$ cat src/rtl/imem_loader_pkg.sv
// Shared types and constants for the instruction-memory loader.
// Optional checksum trailer is enabled by defining IMEM_LOADER_CHECKSUM_EN.
package imem_loader_pkg;

    localparam int BYTES_PER_WORD = 4;

    typedef logic [31:0] len_t;
    typedef logic [10:0] widx_t;

    typedef enum logic [2:0] {
        IDLE,
        LEN,
        DATA,
        WRITE,
        DONE,
        ERR
`ifdef IMEM_LOADER_CHECKSUM_EN
        ,
        CSUM
`endif
    } state_t;

    // Byte address of word idx relative to an aligned base.
    function automatic len_t byte_addr(input len_t base, input widx_t idx);
        return base + {19'd0, idx, 2'b00};
    endfunction

endpackage

$ cat src/rtl/imem_loader_word_assembler.sv
// Collects bytes LSB-first into a 32-bit word and flags the 4th byte.
// Ports: clk, reset (async, active-low), i_clear, i_en, i_byte,
//        o_word_next (word including the current byte), o_word_valid.
module word_assembler
    import imem_loader_pkg::*;
(
    input  logic        clk,
    input  logic        reset,
    input  logic        i_clear,
    input  logic        i_en,
    input  logic [7:0]  i_byte,
    output logic [31:0] o_word_next,
    output logic        o_word_valid
);

    logic [1:0]  r_cnt;
    // Only the three most recent bytes are kept; the 4th arrives live.
    logic [23:0] r_part;

    always_ff @(posedge clk or negedge reset) begin
        if (!reset) begin
            r_cnt  <= '0;
            r_part <= '0;
        end else if (i_clear) begin
            r_cnt  <= '0;
            r_part <= '0;
        end else if (i_en) begin
            r_cnt  <= r_cnt + 2'd1;
            r_part <= {i_byte, r_part[23:8]};
        end
    end

    assign o_word_next  = {i_byte, r_part};
    assign o_word_valid = i_en && !i_clear &&
                          (r_cnt == 2'(BYTES_PER_WORD - 1));

endmodule

$ cat src/rtl/imem_loader.sv
// Streams a length-prefixed little-endian image into instruction memory
// and holds the core in reset while loading.
// Ports: clk, reset (async active-low), start, rx_valid/rx_data/rx_ready
//        byte stream; mem_we/mem_addr/mem_wdata memory write port;
//        cpu_hold, done, error, word_count status.
// Macro IMEM_LOADER_CHECKSUM_EN adds a 32-bit sum trailer after the data.
module imem_loader
    import imem_loader_pkg::*;
#(
    parameter int          MEM_WORDS = 1024,
    parameter logic [31:0] BASE_ADDR = 32'h0000_0000
) (
    input  logic        clk,
    input  logic        reset,
    input  logic        start,
    input  logic        rx_valid,
    input  logic [7:0]  rx_data,
    output logic        rx_ready,
    output logic        mem_we,
    output logic [31:0] mem_addr,
    output logic [31:0] mem_wdata,
    output logic        cpu_hold,
    output logic        done,
    output logic        error,
    output logic [10:0] word_count
);

    state_t r_state;
    state_t w_next;

    len_t  r_len;
    widx_t r_wcount;
    len_t  r_mem_addr;
    len_t  r_mem_wdata;
`ifdef IMEM_LOADER_CHECKSUM_EN
    len_t  r_sum;
`endif

    logic  w_xfer;
    logic  w_start_ok;
    logic  w_last;
    logic  w_wvalid;
    len_t  w_word;

    assign w_xfer     = rx_valid && rx_ready;
    assign w_start_ok = start && (r_state == IDLE ||
                                  r_state == DONE ||
                                  r_state == ERR);
    assign w_last     = (len_t'(r_wcount) + 32'd1) == r_len;

    word_assembler u_asm (
        .clk          (clk),
        .reset        (reset),
        .i_clear      (w_start_ok),
        .i_en         (w_xfer),
        .i_byte       (rx_data),
        .o_word_next  (w_word),
        .o_word_valid (w_wvalid)
    );

    always_ff @(posedge clk or negedge reset) begin
        if (!reset) r_state <= IDLE;
        else        r_state <= w_next;
    end

    always_comb begin
        w_next = r_state;
        unique case (r_state)
            IDLE, DONE, ERR: begin
                if (start) w_next = LEN;
            end
            LEN: begin
                if (w_wvalid) begin
                    if (w_word > len_t'(MEM_WORDS))
                        w_next = ERR;
                    else if (w_word == '0)
`ifdef IMEM_LOADER_CHECKSUM_EN
                        w_next = CSUM;
`else
                        w_next = DONE;
`endif
                    else
                        w_next = DATA;
                end
            end
            DATA: begin
                if (w_wvalid) w_next = WRITE;
            end
            WRITE: begin
`ifdef IMEM_LOADER_CHECKSUM_EN
                w_next = w_last ? CSUM : DATA;
`else
                w_next = w_last ? DONE : DATA;
`endif
            end
`ifdef IMEM_LOADER_CHECKSUM_EN
            CSUM: begin
                if (w_wvalid) w_next = (w_word == r_sum) ? DONE : ERR;
            end
`endif
            default: w_next = IDLE;
        endcase
    end

    always_comb begin
        rx_ready = 1'b0;
        cpu_hold = 1'b0;
        mem_we   = 1'b0;
        done     = 1'b0;
        error    = 1'b0;
        unique case (r_state)
            LEN, DATA: begin
                rx_ready = 1'b1;
                cpu_hold = 1'b1;
            end
            WRITE: begin
                cpu_hold = 1'b1;
                mem_we   = 1'b1;
            end
`ifdef IMEM_LOADER_CHECKSUM_EN
            CSUM: begin
                rx_ready = 1'b1;
                cpu_hold = 1'b1;
            end
`endif
            DONE:    done = 1'b1;
            ERR: begin
                error    = 1'b1;
                cpu_hold = 1'b1;
            end
            default: ;
        endcase
    end

    // Address/data are latched with the 4th byte so they are stable
    // through WRITE and keep their value afterwards.
    always_ff @(posedge clk or negedge reset) begin
        if (!reset) begin
            r_len       <= '0;
            r_wcount    <= '0;
            r_mem_addr  <= '0;
            r_mem_wdata <= '0;
`ifdef IMEM_LOADER_CHECKSUM_EN
            r_sum       <= '0;
`endif
        end else begin
            if (w_start_ok) begin
                r_wcount <= '0;
`ifdef IMEM_LOADER_CHECKSUM_EN
                r_sum    <= '0;
`endif
            end
            if (r_state == LEN && w_wvalid)
                r_len <= w_word;
            if (r_state == DATA && w_wvalid) begin
                r_mem_addr  <= byte_addr(BASE_ADDR, r_wcount);
                r_mem_wdata <= w_word;
            end
            if (r_state == WRITE) begin
                if (r_wcount != widx_t'(MEM_WORDS))
                    r_wcount <= r_wcount + 11'd1;
`ifdef IMEM_LOADER_CHECKSUM_EN
                r_sum <= r_sum + r_mem_wdata;
`endif
            end
        end
    end

    assign mem_addr   = r_mem_addr;
    assign mem_wdata  = r_mem_wdata;
    assign word_count = r_wcount;

endmodule
$ cat config.mk
export PLATFORM = sky130hd
export DESIGN_NAME = imem_loader
export DESIGN_NICKNAME = d
export VERILOG_FILES = /design/src/rtl/imem_loader_pkg.sv /design/src/rtl/imem_loader_word_assembler.sv /design/src/rtl/imem_loader.sv
export SDC_FILE = /design/constraint.sdc
export NUM_CORES = 1
export LEC_CHECK = 0
export CORE_ASPECT_RATIO = 1.75
export CORE_MARGIN = 4
export CORE_UTILIZATION = 55
export CTS_BUF_LIST = sky130_fd_sc_hd__clkbuf_4 sky130_fd_sc_hd__clkbuf_8
export DETAILED_ROUTE_END_ITERATION = 7
export PLACE_DENSITY = 0.79
export SYNTH_ARGS = -nofsm -noshare
export SYNTH_HDL_FRONTEND = slang
export SYNTH_SLANG_ARGS = --single-unit
$ cat constraint.sdc
create_clock -name clk -period 2.3 [get_ports clk]
set_clock_uncertainty 0.15 [all_clocks]
set_input_delay 0.46 -clock clk [delete_from_list [all_inputs] [get_ports clk]]
set_output_delay 0.46 -clock clk [all_outputs]
set_load 0.02 [all_outputs]
=== Word-level counts from Yosys, hierarchy flattened ===
Cells that the tools add are included.

* Register bits after elaboration: 115
* Input port bits: 12
* Output and inout port bits: 80
* Word-level logic and storage cells: 57

* $add $sub $neg: 3
* Order comparisons: 1
* Eq/ne operators: 11
* Multiplexer cells: 19
* Reductions and logical operators: 16

{| class="wikitable"
|+ Operators by type and width
! cell !! number
|-
| $mux W24 || 2
|-
| $mux W11 || 3
|-
| $eq A12 B32 Y1 || 1
|-
| $gt A32 B11 Y1 const B || 1
|-
| $logic_not A32 Y1 || 1
|-
| $mux W3 || 6
|-
| $add A11 B1 Y12 const B || 1
|-
| $pmux W3 S4 || 1
|-
| $add A11 B1 Y11 const B || 1
|-
| $ne A11 B11 Y1 const B || 1
|-
| $eq A3 B2 Y1 const B || 2
|-
| $eq A3 B3 Y1 const B || 2
|-
| $logic_and A1 B1 Y1 || 6
|-
| $ne A2 B2 Y1 const B || 3
|-
| $mux W1 || 5
|-
| $mux W2 || 2
|-
| $reduce_or A4 Y1 || 1
|-
| $eq A3 B1 Y1 const B || 1
|-
| $logic_not A3 Y1 || 1
|-
| $reduce_and A3 Y1 || 1
|-
| $reduce_or A3 Y1 || 1
|-
| $add A2 B1 Y2 const B || 1
|-
| $eq A2 B2 Y1 const B || 1
|-
| $logic_or A1 B1 Y1 || 2
|-
| 3 further kinds || 3
|}

=== Logic depth before layout (Yosys ltp) ===
* Depth after elaboration: 9
* Mapped depth: 9
* Mapped depth without buffers: 8

=== Modules after synthesis ===
Synthesis repeated with hierarchy kept, for this count alone.

* Cells, all modules: 456
* Area total of the unflattened synthesis: 5439.0 µm²

{| class="wikitable"
|+ By module, submodules not included
! module !! instances !! cells an instance !! area each (µm²) !! sequential area each (µm²)
|-
| imem_loader || 1 || 361 || 4282.9 || 2227.1
|-
| word_assembler || 1 || 95 || 1156.1 || 650.6
|}

=== Worst setup path after synthesis ===
Ideal clock, no wire load.

* Path kind: reg2reg
* From: register r_wcount[0] (netlist: word_count[0])
* To: register r_state[1]
* Setup time: 0.139 ns
* Arrival time: 1.877 ns
* Required time: 2.011 ns
* Setup slack: 0.134 ns
* Stages on the path, launching flop included: 9
* Buffers on the path: 1
* Clock period less this slack: 2.166 ns
* Cell sequence: dfrtp_1 > ha_1 > buf_2 > xnor2_1 > xnor2_1 > nor4_1 > o2111ai_1 > nor4_2 > a311oi_1

* Cells in the longest elaborated chain, start to end: 4

{| class="wikitable"
|+ RTL lines
! element !! RTL line !! text
|-
| start, declared || imem_loader.sv:32 || <nowiki>widx_t r_wcount;</nowiki>
|-
| start signal, assigned || imem_loader.sv:161 || <nowiki>r_wcount <= r_wcount + 11'd1;</nowiki>
|-
| $add A11 B1 Y12 || imem_loader.sv:49 || <nowiki>assign w_last = (len_t'(r_wcount) + 32'd1) == r_len;</nowiki>
|-
| $eq A12 B32 Y1 || imem_loader.sv:49 ||
|-
| $mux W3 || imem_loader.sv:93 || <nowiki>w_next = w_last ? DONE : DATA;</nowiki>
|-
| $pmux W3 S4 || imem_loader.sv:68 || <nowiki>unique case (r_state)</nowiki>
|-
| end signal, assigned || imem_loader.sv:63 || <nowiki>else r_state <= w_next;</nowiki>
|-
| end, declared || imem_loader.sv:28 || <nowiki>state_t r_state;</nowiki>
|}

No other way between the ends.
A chain may end at the register's enable or synchronous reset.

=== Worst setup path after layout ===
* From: register r_wcount[3] (netlist: word_count[3])
* To: output port word_count[3]

{| class="wikitable"
|+ RTL lines
! element !! RTL line !! text
|-
| end, declared || imem_loader.sv:25 || <nowiki>output logic [10:0] word_count</nowiki>
|}

No word-level cell between the ends.

==> results.md <==
Outcome:
- The run finished with clean final reports.

Clock tree:
- The buffer count from post-CTS setup fixing is 0.
- The later pin in the worst-skew pair is clocked with a latency of 0.44 ns.
- The clock passes through at most 2 buffers.
- The clock tree from TritonCTS is done.
- The total clock buffers created by CTS is 17.
- The clock root buffer is sky130_fd_sc_hd__clkbuf_8.
- The clock-pin slew on the worst setup and hold paths is 0.07 ns.
- The clock drives 115 sinks.
- The number of H-tree levels is 4.

Die:
- The chip width is 82.7 um.
- Row generation in the floorplan step produced 47 rows.
- The die covers 11500 um^2.
- The die extent in y is 139 um.
- The total area inside the core boundary comes to 9530 um^2.
- The initial utilization of the core area, before any placement, comes to 0.563.
- The count of boundary I/O pins is 92.

Synthesis:
- The proportion of register bits with asynchronous set or reset after synthesis is 1.00.
- By count the netlist is led by sky130_fd_sc_hd__dfrtp_1 (115), sky130_fd_sc_hd__nand2_1 (65), sky130_fd_sc_hd__mux2_2 (45).
- After synthesis the cells add up to 5370 um^2.
- The largest total area in the synthesized netlist belongs to sky130_fd_sc_hd__dfrtp_1.
- The most used standard cell by instance count after synthesis is sky130_fd_sc_hd__dfrtp_1.
- The share of synthesized area in the top cell type comes to 0.536.
- The number of synthesized flops with an enable pin is 0.
- The sequential cell area fraction in the yosys report is 0.536.
- For this run, the number of Yosys warnings is 0.
- The number of register bits inferred by synthesis is 115.
- The average instance area after synthesis is 11.4 um^2.
- In the post-synthesis netlist, the biggest area contributors are sky130_fd_sc_hd__dfrtp_1 (54%), sky130_fd_sc_hd__mux2_2 (9.4%), sky130_fd_sc_hd__mux2_1 (6.3%), sky130_fd_sc_hd__nand2_1 (4.5%), sky130_fd_sc_hd__buf_4 (3.9%).
- Synthesis produced a netlist whose cell count is 470.
- The number of unique standard cell types used by synthesis is 51.
- For this run, the leading register cell type out of synthesis is sky130_fd_sc_hd__dfrtp_1.

Finish:
- The synthesis-to-finish area growth is 28.0%.
- The final-layout fill cell count is 680.
- For this run, the number of standard cells in the final layout without fillers is 714.
- The repair_antennas step left the layout with diodes totalling 0.
- Once layout is complete, the utilization of the core stands at 0.721.
- Of the cells placed in the final design, the portion with a size suffix greater than 1 is 0.245.
- The total number of nets in the final design is 595.

GRT:
- The number of antenna violations at the first check in global routing is 0.
- The via count of the first global-routing pass came to 4212.
- The aggregate global routing overflow is 0.
- The first global-routing pass estimated 21500 um of wire.
- Across every metal layer, demand over resource in global routing totals 0.250.
- Entering global routing, the biggest net connects 37 pins.

Timing:
- The ratio of final minimum period to clock period is 0.970.
- The transition time at the pin with the least slew margin is 0.516 ns.
- The worst slew slack as a fraction of its limit is 0.653.
- The maximum operating frequency is 448 MHz.
- The final max-slew violation count is 0.
- The final critical-path required period is 2.23 ns.
- Setup violations remaining at the end of the flow were counted as 0.
- The final-report hold violation count came to 0.
- The final worst setup slack is 0.0687 ns.
- Setup repair after global routing left no endpoint under its margin.

Drt:
- After detailed routing, the average wire length per cell comes to 18.4 um.
- After detailed routing, the total wire length is 13100 um.
- The count of nets left with antenna violations once routing finished came out at 0.
- The via count normalized by instance count is 5.64.
- For this run, design rule violations remaining after detail routing come to 0.
- Detailed routing inserted a total of 4024 vias.
- In this run, the number of DRC markers left after iteration 0 of detailed routing was 177.
- The number of detailed-routing iterations run before antenna repair is 4.

Setup path:
- The setup path with the least slack is of type register to output pin.
- The capturing element of the worst setup path is word_count[3].
- The startpoint identified for the worst register-to-register timing path is r_len[26]$_DFFE_PN0P_.
- The arrival time reported for the critical path endpoint is 1.62 ns.
- The critical-path maximum fanout is 5.
- The endpoint identified for the worst register-to-register timing path is r_state[1]$_DFFE_PN0P_.
- The worst setup path is launched from a register.
- STA classifies the critical path endpoint as an output pin.
- Measured in cells, the most critical reg-to-reg path has a length of 6.
- At the worst endpoint, the required time is 1.69 ns.
- Tracing the worst setup path back leads to its startpoint at word_count[3]$_DFF_PN0_.
- The worst register-to-register path has a setup slack of 0.09 ns.

Run:
- The tool flagged a number of max-cap violations equal to 0.

Place:
- The post-DP HPWL is 9560 um.
- At the end of routability-driven placement, the weighted congestion stood at 0.963.
- The count of buffers added on input and output ports is 70.
- The cell count after placement is 682.
- The placement-stage worst setup slack is -0.275 ns.

Power:
- The power density over the cells is 965 nW/um^2.
- The static leakage is 3.27 nW.
- The worst voltage drop across the vdd grid is 0.770 mV.

Worst hold path:
- The worst hold path belongs to the class register to register.
state kept, by name (all words and copies together) (netlist names):
register,count
mem_wdata,32
mem_addr,11
u_asm.r_cnt,2
r_len,32
u_asm.r_part,24
r_state,3
word_count,11
worst max-delay path: stages (launching register included):
cell,delay (ns)
sky130_fd_sc_hd__dfrtp_2,0.43
sky130_fd_sc_hd__buf_4,0.16
sky130_fd_sc_hd__clkdlybuf4s50_1,0.60
cells in the final DEF (no fill, tap or decap), drive strengths merged, types with 3 or more instances in the layout:
cell             n
ha               3
clkdlybuf4s50   64
mux2            75
nand3           37
inv             10
bufinv           3
o21ai           17
nor4            15
nand2           66
nand4            3
and3             7
nor3             4
dfrtp          115
a21oi            6
xnor2           13
conb            21
clkinv           3
nor2            12
xor2             4
a31oi            3
buf             48
dlygate4sd2      3
and2             4
clkinvlp         3
o31ai            6
nand2b           3
clkbuf          19
area by class of cell:
cell class,instances,area (um^2),area share
clock buffers,19,262,0.0381
inverters,7,26.3,0.00383
repair buffers,118,1120,0.163
flip-flops and latches,115,2880,0.420
clock inverters,12,154,0.0224
multi-input cells,321,2270,0.331
well taps,122,153,0.0222
per-layer routing:
| metal | track usage | up-vias | part of all wire |
|---|---|---|---|
| li1 | - | 1832 | - |
| met1 | 0.253 | 2029 | 0.34 |
| met2 | 0.453 | 124 | 0.58 |
| met3 | 0.0650 | 39 | 0.040 |
| met4 | 0.121 | 0 | 0.044 |
| met5 | 0 | - | 0 |
worst min-delay path by stage:
stage / slack (ns) / start / to / cells past startpoint
detailed placement: 0.31 / reset / mem_addr[5]$_DFFE_PN0P_ / 1
CTS: 0.35 / r_len[18]$_DFFE_PN0P_ / r_len[18]$_DFFE_PN0P_ / 1
floorplan: 0.01 / reset / mem_addr[10]$_DFFE_PN0P_ / 0
global route: 0.36 / r_len[12]$_DFFE_PN0P_ / r_len[12]$_DFFE_PN0P_ / 1
finish: 0.34 / r_len[18]$_DFFE_PN0P_ / r_len[18]$_DFFE_PN0P_ / 1
global placement: 0.31 / reset / word_count[2]$_DFF_PN0_ / 1
cells by family (layout without fill, tap and decap cells):
kind of cell / Yosys count / in the layout / share of synthesized area
DFF: 115 / 115 / 0.536
xor gates and xnor gates: 17 / 17 / 0.0278
and+or+nand+nor: 158 / 158 / 0.152
buffers and inverters: 54 / 156 / 0.0609
adders and majority gates: 3 / 3 / 0.00700
muxes: 76 / 76 / 0.159
AOI/OAI and AO/OA: 46 / 46 / 0.0564
other: 1 / 21 / 0.000699
where the power goes:
part | leakage [nW] | internal (mW) | switching (mW)
sequential | 1.54 | 2.48 | 0.548
combinational | 1.53 | 0.739 | 0.894
clock | 0.205 | 1.13 | 0.839
what timing repair did:
item	in CTS	in global routing
cloned	0	0
hold endpoints to repair	32	0
hold buffers	1	0
endpoints found under the setup margin	8	11
gates resized for setup	10	7
pin swaps	0	3
per-stage QoR:
| step | instance area (um^2) | power, mW | setup TNS (ns) | hold WS [ns] |
|---|---|---|---|---|
| floorplan | 5440 | 4.03 | 0 | 0.0144 |
| global placement | 6410 | 4.56 | -0.495 | 0.306 |
| detailed placement | 6410 | 4.67 | -1.68 | 0.312 |
| CTS | 6840 | 6.64 | 0 | 0.346 |
| global route | 6870 | 6.98 | 0 | 0.358 |
| finish | 6870 | 6.63 | 0 | 0.343 |
(Power assumes the default switching activity.)
==> RTL change 1 (same settings) <==
Re-encode `state_t` (6 states) as one-hot, 6 bits wide.
--- a/src/rtl/imem_loader_pkg.sv
+++ b/src/rtl/imem_loader_pkg.sv
@@ -8,11 +8,11 @@
     typedef logic [10:0] widx_t;
 
-    typedef enum logic [2:0] {
-        IDLE,
-        LEN,
-        DATA,
-        WRITE,
-        DONE,
-        ERR
+    typedef enum logic [5:0] {
+        IDLE  = 6'b000001,
+        LEN   = 6'b000010,
+        DATA  = 6'b000100,
+        WRITE = 6'b001000,
+        DONE  = 6'b010000,
+        ERR   = 6'b100000
 `ifdef IMEM_LOADER_CHECKSUM_EN
         ,
Formal check against the unedited RTL: same outputs for any inputs over 10 cycles, from zero or initial values and one cycle with reset low; not proved beyond that.
==> RTL change 1 against the unedited design <==
- the flow now finishes with violations (negative setup slack)
- power fell by 14%
- sequential cell count increased by 3
- fmax shrank 7.0%
- area after synthesis rose by 2.5%
- routed wire length up 15%
- largest cell class unchanged
- worst setup slack lost 0.17 ns
- final area increased by 9.3%
- utilization up 4.1 points
==> RTL change 1: results (changes against the unedited design) <==
[outcome]
status=finished with violations
violations=negative setup slack

[power]
power.internal_mw=4.03  ; -7.4%
leakagePower_nw=3.84  ; +17%
clockPowerShare_pct=35.9  ; +6.3 points
irDropWorstVdd_mv=0.697  ; -9.4%
switching_share_pct=29.6  ; -4.8 points

[timing]
setup_violations=4  ; +4
tns_ns=-0.266  ; -0.266 ns
fin_ws_ns=-0.0981  ; -0.167 ns

[placement]
place.gp.congestion=0.970  ; +0.70%
dp_cells=805  ; +18%
detailed_place.area_um2=6810  ; +6.1%

[route]
drt_iter0_drc=236  ; +33%
wirelength_um=15100  ; +15%

[logic_synthesis]
syn_inst=569  ; +21%
seq_area_frac_synth_pct=53.7  ; +0.058 points
synth.top_cell.area_share_pct=53.2  ; -0.42 points
synthTopCellsByArea=dfrtp_1 53%, nand2_1 12%, mux2_1 3.9%, nand3_1 3.1%, buf_4 3.0%
synth_compound_gate_area_share_pct=6.23  ; +0.59 points

[critical_path]
timing.critical_path.to=r_state[2]$_DFFE_PN0P_
arrival_ns=2.57  ; +0.95 ns
worstSetupStartpoint=word_count[0]$_DFF_PN0_

[cts]
cts_setup_buffers=1  ; +1
cts_resized=47  ; +37

[global_routing]
grt_pass1_vias=4953  ; +18%
grt_max_degree=56  ; +51%

[cells_and_area]
drive_gt1_share_pct=25.8  ; +1.3 points

[worst_hold_path]
hold_depth=2  ; +1
min_from=mem_wdata[12]$_DFFE_PN0P_

[RTL change 1: final cells by class]
type	instances	area, um^2
clock buffers	25	319
clock inverters	7	116
fillers	649	2340
inverters	10	38.8
multi-input cells	406	2460
flip-flops and latches	118	2970
well taps	125	156
repair buffers	158	1450
[RTL change 1: routing by layer]
| metal | GRT usage [%] | wire length (um) | vias to the layer above |
|---|---|---|---|
| li1 | - | - | 2169 |
| met1 | 26.0 | 5170 | 2333 |
| met2 | 48.3 | 8430 | 179 |
| met3 | 6.06 | 651 | 65 |
| met4 | 16.3 | 826 | 0 |
| met5 | 0 | 0 | - |
[RTL change 1: worst max-delay path: stages (launching register included)]
cell	delay (ns)
dfrtp_2	0.47
ha_4	0.20
nand2_4	0.07
or3_4	0.34
o211ai_2	0.14
nand4_1	0.15
or4_4	0.59
a21o_1	0.17
==> RTL change 2 (same flow settings) <==
Made on the original files. Set the parameter `MEM_WORDS` to 512 (it was 1024).
--- a/src/rtl/imem_loader.sv
+++ b/src/rtl/imem_loader.sv
@@ -8,5 +8,5 @@
     import imem_loader_pkg::*;
 #(
-    parameter int          MEM_WORDS = 1024,
+    parameter int          MEM_WORDS = 512,
     parameter logic [31:0] BASE_ADDR = 32'h0000_0000
 ) (
Formal check against the unedited RTL: not equivalent (Yosys sat finds a counterexample within 10 cycles, from zero or initial values and one cycle with reset low).
==> RTL change 2 against the unedited design <==
- cell count fell by 2.0%
- routed wire length shrank 3.2%
- worst setup slack lost 0.015 ns
- global-route usage shrank 0.69 points
- sequential cell count did not move
- final area down 0.58%
- power up 8.8%
- sequential power is 4% higher
- area after synthesis shrank 1.1%
- clock power is 9% higher
- critical endpoint is now r_state[1]$_DFFE_PN0P_
==> RTL change 2: results (changes against the unedited design) <==
[cells_and_area]
nNetsFinal=580  ; -2.5%
nFillCells=641  ; -5.7%
drive_gt1_share_pct=29.2  ; +4.7 points
fin_cells=700  ; -2.0%

[logic_synthesis]
synthTopCellsByArea=dfrtp_1 54%, mux2_2 16%, nand2_1 4.8%, buf_4 3.1%, nand3_1 3.1%
seq_area_frac_synth_pct=54.2  ; +0.59 points
syn_inst=469  ; -0.21%
synthMuxAreaShare_pct=16.3  ; +0.34 points
synth_xor_area_share_pct=2.17  ; -0.61 points
synthAdderAreaFrac_pct=0.707  ; +0.0078 points
async_flop_share_pct=100  ; unchanged
synthDistinctLibCells=48  ; -5.9%
yosys-top-cells-count=115 x dfrtp_1, 74 x mux2_2, 68 x nand2_1, 33 x nand3_1, 23 x o21ai_0
synth_compound_gate_area_share_pct=4.65  ; -1.0 points

[critical_path]
r2r_start=word_count[0]$_DFF_PN0_
reg2reg_depth=7  ; +1
rrSetupSlack_ns=0.05  ; -0.04 ns
critPathTopFamily=simple AND/OR/NAND/NOR gates
cpPeakStageDelay_ns=0.49  ; -0.11 ns
arrival_ns=2.39  ; +0.77 ns

[placement]
dp_slack_ns=-0.469  ; -0.193 ns
io_buffer_count=70  ; unchanged
place.gp.congestion=0.866  ; -10%
dp_hpwl_um=9110  ; -4.7%

[timing]
fin_hold_ws_ns=0.355  ; +0.0116 ns
slew_headroom_pct=66.2  ; +0.94 points

[power]
power.switching_mw=2.39  ; +4.9%
leakagePower_nw=3.13  ; -4.1%
irDropWorstVdd_mv=0.720  ; -6.4%

[global_routing]
grt_pass1_wl_um=20300  ; -5.4%
grt_pass1_vias=4111  ; -2.4%
grt_use_total_pct=24.3  ; -0.69 points
grt_max_degree=51  ; +38%
gr-total-overflow=0  ; unchanged

[route]
dr.pass1.iters=5  ; +1
viasPerCell=5.66  ; +0.38%
drt_iter0_drc=159  ; -10%
wirelength_um=12700  ; -3.2%

[worst_hold_path]
min_from=mem_addr[4]$_DFFE_PN0P_
hold_path_end=mem_addr[4]$_DFFE_PN0P_

[cts]
cts_setup_buffers=4  ; +4
cts_resized=9  ; -1

[outcome]
status=completed

## RTL change 2: worst max-delay path by stage
stage | from | to | slack (ns) | depth (start not counted)
2_1_floorplan | word_count[1]$_DFF_PN0_ | r_state[1]$_DFFE_PN0P_ | 0.01 | 7
3_3_place_gp | rx_data[5] | r_state[2]$_DFFE_PN0P_ | -0.30 | 7
3_5_place_dp | rx_data[5] | r_state[2]$_DFFE_PN0P_ | -0.47 | 7
4_1_cts | word_count[1]$_DFF_PN0_ | r_state[1]$_DFFE_PN0P_ | 0.004 | 8
5_1_grt | word_count[0]$_DFF_PN0_ | word_count[3]$_DFF_PN0_ | -0.08 | 8
6_report | word_count[0]$_DFF_PN0_ | r_state[1]$_DFFE_PN0P_ | 0.05 | 7
## RTL change 2: final cells by class
type | count | area [um^2] | share of cell area (%)
clock buffer | 24 | 318 | 4.66
clock inverter | 8 | 146 | 2.14
inverter | 8 | 30.0 | 0.440
multi-input combinational | 320 | 2300 | 33.7
sequential | 115 | 2890 | 42.3
tap | 122 | 153 | 2.24
timing repair buffer | 103 | 992 | 14.5
## RTL change 2: per-layer routing
| layer | wire length, um | global-route usage, % | vias to the layer above |
|---|---|---|---|
| met1 | 4390 | 25.8 | 1988 |
| li1 | - | - | 1790 |
| met4 | 626 | 16.3 | 0 |
| met5 | 0 | 0 | - |
| met2 | 7110 | 41.7 | 141 |
| met3 | 574 | 5.59 | 41 |
## RTL change 2: power by group through the flow
stage / clock [mW] / sequential, mW / combinational, mW
final: 2.13 / 3.16 / 1.91
after CTS: 2.16 / 3.12 / 1.86
after floorplan: 0 / 2.97 / 1.23
after global routing: 2.26 / 3.22 / 2.11
after global placement: 0 / 3.13 / 1.73
after detailed placement: 0 / 3.17 / 1.81
